[src/rtl/midori64_round_key_gen.sv]
// -----------------------------------------------------------------------------
// midori64_round_key_gen
//
// Purpose:
//   Produces the 17-word round-key sequence for a 3-share masked Midori64 core.
//   The 128-bit master key K = {K0, K1} arrives as three Boolean shares.
//   Word 0 and word 16 are the whitening key WK = K0 ^ K1. Words 1..15 are
//   alternately K0 and K1, starting with K0. Share 0 of words 1..15 also
//   carries the expanded round constant fetched from an external ROM.
//   Each share is processed independently, so the shares are never combined.
//
// Ports:
//   clk            rising-edge clock
//   rst_n          asynchronous active-low reset
//   i_start        load the key shares and begin a sequence (accepted in IDLE)
//   i_key_s0..s2   128-bit master-key shares, K0 = [127:64], K1 = [63:0]
//   o_rc_idx       round-constant index driven to the constant ROM
//   i_rc           16-bit round constant returned combinationally by the ROM
//   o_rk_valid     current round-key word is valid (RUN state)
//   i_rk_ready     downstream accepts the current word
//   o_rk_s0..s2    64-bit round-key word shares
//   o_rk_last      current word is the final whitening key (word 16)
//   o_busy         a sequence is in progress
//   o_done         one-cycle pulse after the final word is transferred
// -----------------------------------------------------------------------------
module midori64_round_key_gen (
  input  logic         clk,
  input  logic         rst_n,
  input  logic         i_start,
  input  logic [127:0] i_key_s0,
  input  logic [127:0] i_key_s1,
  input  logic [127:0] i_key_s2,
  output logic [3:0]   o_rc_idx,
  input  logic [15:0]  i_rc,
  output logic         o_rk_valid,
  input  logic         i_rk_ready,
  output logic [63:0]  o_rk_s0,
  output logic [63:0]  o_rk_s1,
  output logic [63:0]  o_rk_s2,
  output logic         o_rk_last,
  output logic         o_busy,
  output logic         o_done
);

  typedef enum logic [0:0] {
    ST_IDLE = 1'b0,
    ST_RUN  = 1'b1
  } state_t;

  localparam logic [4:0] LAST_WORD = 5'd16;

  state_t         r_state;
  state_t         w_state_nxt;
  logic [4:0]     r_cnt;
  logic [4:0]     w_cnt_nxt;
  logic           r_done;
  logic           w_done_nxt;
  logic           w_load;
  logic [127:0]   r_key_s0;
  logic [127:0]   r_key_s1;
  logic [127:0]   r_key_s2;

  logic           w_run;
  logic           w_wk_word;
  logic           w_const_word;
  logic [63:0]    w_rc_exp;
  logic [63:0]    w_sel_s0;
  logic [63:0]    w_sel_s1;
  logic [63:0]    w_sel_s2;

  // Spreads rc[i] onto bit 4*i, i.e. one constant bit per 4-bit cell LSB.
  function automatic logic [63:0] f_expand_rc(input logic [15:0] rc);
    logic [63:0] v;
    v = 64'd0;
    for (int i = 0; i < 16; i++) begin
      v[4*i] = rc[i];
    end
    return v;
  endfunction

  // Selects K0^K1 for whitening words, K0 for odd words and K1 for even words.
  function automatic logic [63:0] f_select(input logic [127:0] key,
                                           input logic         wk,
                                           input logic         odd);
    logic [63:0] v;
    if (wk) begin
      v = key[127:64] ^ key[63:0];
    end else if (odd) begin
      v = key[127:64];
    end else begin
      v = key[63:0];
    end
    return v;
  endfunction

  // Next-state, counter and load control.
  always_comb begin
    w_state_nxt = r_state;
    w_cnt_nxt   = r_cnt;
    w_done_nxt  = 1'b0;
    w_load      = 1'b0;
    case (r_state)
      ST_IDLE: begin
        if (i_start) begin
          w_load      = 1'b1;
          w_cnt_nxt   = 5'd0;
          w_state_nxt = ST_RUN;
        end else begin
          w_state_nxt = ST_IDLE;
        end
      end
      ST_RUN: begin
        if (i_rk_ready) begin
          if (r_cnt == LAST_WORD) begin
            // Final transfer: leave RUN and park the counter at 0.
            w_state_nxt = ST_IDLE;
            w_cnt_nxt   = 5'd0;
            w_done_nxt  = 1'b1;
          end else begin
            w_cnt_nxt   = r_cnt + 5'd1;
          end
        end else begin
          w_cnt_nxt = r_cnt;
        end
      end
      default: begin
        w_state_nxt = ST_IDLE;
        w_cnt_nxt   = 5'd0;
      end
    endcase
  end

  // State, word counter and done pulse registers.
  always_ff @(posedge clk or negedge rst_n) begin
    if (!rst_n) begin
      r_state <= ST_IDLE;
      r_cnt   <= 5'd0;
      r_done  <= 1'b0;
    end else begin
      r_state <= w_state_nxt;
      r_cnt   <= w_cnt_nxt;
      r_done  <= w_done_nxt;
    end
  end

  // Key share registers, loaded only on an accepted start.
  always_ff @(posedge clk or negedge rst_n) begin
    if (!rst_n) begin
      r_key_s0 <= 128'd0;
      r_key_s1 <= 128'd0;
      r_key_s2 <= 128'd0;
    end else if (w_load) begin
      r_key_s0 <= i_key_s0;
      r_key_s1 <= i_key_s1;
      r_key_s2 <= i_key_s2;
    end else begin
      r_key_s0 <= r_key_s0;
      r_key_s1 <= r_key_s1;
      r_key_s2 <= r_key_s2;
    end
  end

  assign w_run        = (r_state == ST_RUN);
  assign w_wk_word    = (r_cnt == 5'd0) || (r_cnt == LAST_WORD);
  assign w_const_word = !w_wk_word;
  assign w_rc_exp     = f_expand_rc(i_rc);

  assign w_sel_s0 = f_select(r_key_s0, w_wk_word, r_cnt[0]);
  assign w_sel_s1 = f_select(r_key_s1, w_wk_word, r_cnt[0]);
  assign w_sel_s2 = f_select(r_key_s2, w_wk_word, r_cnt[0]);

  // Round-key word and ROM index; everything is zero outside RUN.
  always_comb begin
    o_rk_s0  = 64'd0;
    o_rk_s1  = 64'd0;
    o_rk_s2  = 64'd0;
    o_rc_idx = 4'd0;
    if (w_run) begin
      o_rk_s1 = w_sel_s1;
      o_rk_s2 = w_sel_s2;
      if (w_const_word) begin
        // Constant only enters share 0; cnt is 1..15 here so cnt-1 fits 4 bits.
        o_rk_s0  = w_sel_s0 ^ w_rc_exp;
        o_rc_idx = r_cnt[3:0] - 4'd1;
      end else begin
        o_rk_s0  = w_sel_s0;
        o_rc_idx = 4'd0;
      end
    end else begin
      o_rk_s0  = 64'd0;
      o_rc_idx = 4'd0;
    end
  end

  assign o_rk_valid = w_run;
  assign o_busy     = w_run;
  assign o_rk_last  = w_run && (r_cnt == LAST_WORD);
  assign o_done     = r_done;

endmodule

[config.mk]
export PLATFORM = sky130hd
export DESIGN_NAME = midori64_round_key_gen
export DESIGN_NICKNAME = d
export VERILOG_FILES = /design/src/rtl/midori64_round_key_gen.sv
export SDC_FILE = /design/constraint.sdc
export NUM_CORES = 1
export LEC_CHECK = 0
export BUFFER_PORTS_ARGS = -buffer_cell sky130_fd_sc_hd__clkbuf_2
export CAP_MARGIN = 25
export CORE_UTILIZATION = 30
export CTS_CLUSTER_SIZE = 30
export DETAILED_ROUTE_END_ITERATION = 8
export GPL_TIMING_DRIVEN = 0
export HOLD_SLACK_MARGIN = 0.02
export PLACE_DENSITY = 0.59
export SETUP_SLACK_MARGIN = 0.5
export SLEW_MARGIN = 5
export SYNTH_ARGS = -nofsm -noshare
export SYNTH_HDL_FRONTEND = slang
export SYNTH_SLANG_ARGS = --single-unit
[constraint.sdc]
create_clock -name clk -period 5.8 [get_ports clk]
set_clock_uncertainty 0.15 [all_clocks]
set_input_delay 0.58 -clock clk [delete_from_list [all_inputs] [get_ports clk]]
set_output_delay 0.58 -clock clk [all_outputs]
set_load 0.02 [all_outputs]
Word-level counts from Yosys, hierarchy flattened
Index checks and enable logic that the tools add are counted.
- output and inout bits: 200
- input port bits: 404
- logic and storage cells: 44
- register bits: 391
- reduce and logical (&&, ||, !) cells: 4
- muxes and demuxes: 24
- equal/unequal tests: 3
- bitwise gates (word level): 5
- add/subtract/negate cells: 2
- operator list (cell ; number):
    64-bit two-way mux ; 10
    64-bit XOR ; 3
    64-bit by 61-bit XOR with 64-bit output ; 1
    5-bit two-way mux ; 3
    5-bit one-hot mux with 2 select lines ; 1
    4-bit two-way mux ; 2
    1-bit two-way mux ; 7
    5-bit by 1-bit adder with 5-bit output, second input constant ; 1
    5-bit == test, second input constant ; 1
    5-bit logical NOT ; 1
    2-bit != test, second input constant ; 2
    4-bit by 1-bit subtractor with 4-bit output, second input constant ; 1
    1-bit one-hot mux with 2 select lines ; 1
    2-bit AND reduction ; 1
    1-bit logical AND ; 1
    1-bit logical OR ; 1
    1-bit NOT ; 1

Longest topological paths before layout
- depth in word-level cells: 6
- depth in mapped cells: 10
- depth with buffers taken out: 5

Least setup slack after synthesis
No wires, ideal clock.
- path type: register -> output
- start point: register r_cnt[0]
- end point: output o_rk_s0[10]
- stages on the path, launching flop included: 11
- arrival: 2.479 ns
- required time: 5.070 ns
- path buffers: 6
- path slack: 2.591 ns
- path through: dfrtp_1 buf_4 buf_2 buf_2 inv_1 ha_1 nor3b_4 buf_6 buf_2 buf_2 a311oi_1
- word-level cells in the longest chain between the ends: 6
- elaborated cells on any way between the ends: 8
- those cells by class: 1 x eq/ne; 4 x mux; 1 x bitwise; 2 x reduce/logical
- ends and longest elaborated chain (element ; RTL line ; RTL):
    from (decl) ; 54 ; logic [4:0] r_cnt;
    from (signal assigned) ; 141 ; r_cnt <= w_cnt_nxt;
    5-bit == test / 5-bit logical NOT (equally long branches) ; 164 ; assign w_wk_word = (r_cnt == 5'd0) || (r_cnt == LAST_WORD);
    1-bit logical OR ; 164 ;
    64-bit two-way mux ; 86 ; if (wk) begin
    64-bit by 61-bit XOR with 64-bit output ; 183 ; o_rk_s0 = w_sel_s0 ^ w_rc_exp;
    64-bit two-way mux * ; 181 ; if (w_const_word) begin
    64-bit two-way mux * ; 178 ; if (w_run) begin
    to (decl) ; 37 ; output logic [63:0] o_rk_s0,
Mark *: on every way between the ends. The rest lies on a longest branch, timed or not.

Worst setup path in the final report
- start point: register r_cnt[0]
- end point: output o_rk_s0[39]
The elaborated chain is that of the path after synthesis.

==> summary.txt <==
Status = completed
R2R cell count = 8
Post-synthesis register bit count = 391
Dpl ws = 1.52 ns
Overflow after GRT = 0
Final Hold Fails = 0
Primary FF master, synth = dfrtp_1
Die ar. = 70600 µm²
Post-synth cell types = 33
Largest net degree at the start of global routing = 103
FILL cells = 7127
TritonCTS clock tree = built
Most frequent CP cell = buf_2
Area Overhead vs Synth = 37.3%
Critical Path AT = 4.13 ns
Post-synthesis sequential area ratio = 46.9%
PwrDens = 585 nW/µm²
Layout Utilization = 41.7%
Kind of critical path = reg -> out
Setup crit end kind = output pin
Avg Cell Area, Syn = 8.14 µm²
H-tree levels = 2
Final worst slack = 0.942 ns
Initial DRC Count = 1474
CP max FO = 11
CP cell instances = buf_4, buf_2, buf_2, inv_1, ha_1, nor3b_4, buf_6, buf_2, buf_2, a311oi_1, clkbuf_2
Worst R2R Setup Slack = 2.99 ns
Boundary Pins = 604
Initial core utilization = 30.4%
Min cycle time layout = 4.86 ns
Die height = 266 µm
Max Clk Rate = 206 MHz
Clk sinks = 391
Row Count = 96
Post-synth EDFFs = 0
Worst-path clk slew = 0.06 ns
Period utilisation layout = 83.8%
Hold slack = 0.0452 ns
Ys async rst share = 100%
YS warnings = 0
Root buf cell = clkbuf_16
Startpoint Class = register
TritonRoute pass-1 iters = 5
CP max stage delay = 0.64 ns
DRT antenna net count = 0
Post-Syn Area = 20900 µm²
First-pass GRT wire length = 128000 µm
Synth Instances = 2565
Maxcap violations = 0
Max rail drop VDD = 0.000303 V
Synth Net Count = 2972
Setup TNS = 0 ns
Worst r2r src = r_cnt[0]
Fraction of layout cells with a size suffix above 1 = 23.8%
Drc violations = 0
Worst slew margin = 25.5%
Clk buf depth = 3
Worst-skew pair later-pin latency = 0.59 ns
GRT Util Overall = 23.4%
Number of vias per cell = 4.99
Wirelength per Cell = 19.3 µm
Post-CTS sizing = 0
Final nets = 3802
Slew Limit Fails = 0
Unrepaired setup endpoints after global routing = false
Crit path to = o_rk_s0[39]
Vias = 21806
R2R Path End = r_cnt[2]
Least-Margin Pin Slew = 1.12 ns
Core box area = 68700 µm²
WP data required = 5.07 ns
Slowest CP cell = a311oi_1
GP Congestion = 0.855
I/O Buffers = 603
Clock buffer count from CTS = 48
Post-DP HPWL = 61700 µm
Vias in the first global route = 21507
Setup violations, final = 0
Initial antenna violation count = 11
Worst setup startpoint = r_cnt[0]
Total wire length = 84500 µm
HP Class = in -> reg
Leakage power total = 14.4 nW
Die Wd = 266 µm
==> what timing repair did <==
item / 4_1_cts / 5_1_grt
buffers inserted: 0 / 0
hold endpoints to repair: 188 / 0
hold buffers: 171 / 0
==> logic make-up after synthesis <==
family                   synth area share [%]
buffers and inverters                    4.98
XOR/XNOR                                 1.43
multiplexers                            0.869
adder cells (fa/ha/maj)                 0.180
AO/OA/AOI/OAI                            18.9
AND/OR/NAND/NOR                          26.7
flip-flops                               46.9
==> worst max-delay path: cells and delay by family, from the launching register on <==
kind / cells / cell delay, ns
simple gates: 1 / 0.18
flops: 1 / 0.38
compound gates: 1 / 0.64
buf+inv: 8 / 2.03
fa+ha+maj: 1 / 0.27
==> area by class of cell <==
type | count | area (µm²) | area share, %
diodes | 7 | 17.5 | 0.0611
plain buffers | 196 | 1030 | 3.60
clock buffers | 67 | 1430 | 5.00
clock inverters | 22 | 298 | 1.04
inverters | 2 | 7.51 | 0.0262
multi-input cells | 1976 | 10000 | 35.1
flip-flops and latches | 391 | 9780 | 34.1
well taps | 931 | 1160 | 4.06
repair buffers | 780 | 4880 | 17.0
==> layer usage <==
layer	global-route usage, %	vias to the layer above	wire length [µm]
met5	0	-	67
met4	8.47	10	3120
met3	4.57	176	5110
met2	38.6	721	39600
met1	30.4	10439	36500
li1	-	10460	-
==> report_power, final <==
part / switching, mW / leakage, nW / internal (mW)
registers: 1.27 / 4.91 / 4.04
logic: 5.11 / 8.58 / 3.03
clock network: 1.27 / 0.861 / 2.03
total: 7.66 / 14.4 / 9.10
==> layout by cell type (no fill, tap or decap), types with 2 or more instances in the layout <==
| cell | n |
|---|---|
| diode_2 | 7 |
| o21ai_0 | 193 |
| clkinv_2 | 11 |
| a31oi_1 | 2 |
| dlygate4sd3_1 | 171 |
| clkbuf_2 | 602 |
| buf_4 | 6 |
| buf_8 | 2 |
| nor2_1 | 7 |
| a211oi_1 | 176 |
| nand4_1 | 2 |
| buf_1 | 9 |
| bufinv_16 | 7 |
| buf_16 | 4 |
| buf_6 | 21 |
| a21oi_1 | 16 |
| clkbuf_1 | 72 |
| a311oi_1 | 176 |
| clkbuf_16 | 49 |
| inv_6 | 2 |
| nand3_1 | 4 |
| nand2_1 | 1156 |
| xor2_1 | 33 |
| inv_1 | 2 |
| ha_1 | 3 |
| buf_2 | 92 |
| clkbuf_8 | 15 |
| mux2i_1 | 17 |
| dfrtp_1 | 391 |
| nor2b_1 | 178 |
| clkinvlp_4 | 2 |
==> state kept, by name, indices dropped and copies added (netlist names) <==
register,flops
r_key_s0,128
r_key_s1,128
r_key_s2,128
r_cnt,5
o_busy,1
o_done,1
==> synthesized netlist by cell type, types with 2 or more instances <==
| library cell | n | area share, % |
|---|---|---|
| inv_1 | 2 | 0.036 |
| a311oi_1 | 176 | 7.4 |
| xor2_1 | 33 | 1.4 |
| a211oi_1 | 176 | 6.3 |
| nand2_1 | 1156 | 21 |
| buf_2 | 92 | 2.2 |
| buf_4 | 6 | 0.22 |
| buf_1 | 9 | 0.16 |
| a21oi_1 | 16 | 0.38 |
| o21ai_0 | 193 | 4.6 |
| nor2_1 | 7 | 0.13 |
| mux2i_1 | 17 | 0.82 |
| nor2b_1 | 178 | 5.3 |
| nand4_1 | 2 | 0.060 |
| nand3_1 | 4 | 0.096 |
| clkbuf_1 | 68 | 1.2 |
| dfrtp_1 | 391 | 47 |
| a31oi_1 | 2 | 0.060 |
| ha_1 | 3 | 0.18 |
| buf_6 | 21 | 1.1 |
==> stage by stage <==
step	power [mW]	cell area [µm²]	instances
final	16.8	28700	4372
after global routing	17.9	28700	4368
after CTS	16.8	28600	4365
after detailed placement	13.4	25200	4105
after global placement	13.2	25100	4099
after floorplan	10.4	20900	2565
==> how the worst min path moves through the flow <==
stage | slack [ns] | start | endpoint | depth (start not counted)
after floorplan | 0.13 | rst_n | o_busy | 0
after global placement | 0.33 | r_cnt[4] | r_cnt[4] | 1
after detailed placement | 0.32 | rst_n | r_key_s2[98] | 1
after CTS | 0.02 | i_key_s0[114] | r_key_s0[114] | 3
after global routing | 0.03 | i_key_s2[120] | r_key_s2[120] | 3
final | 0.05 | i_key_s2[66] | r_key_s2[66] | 3
(Power assumes the default switching activity.)
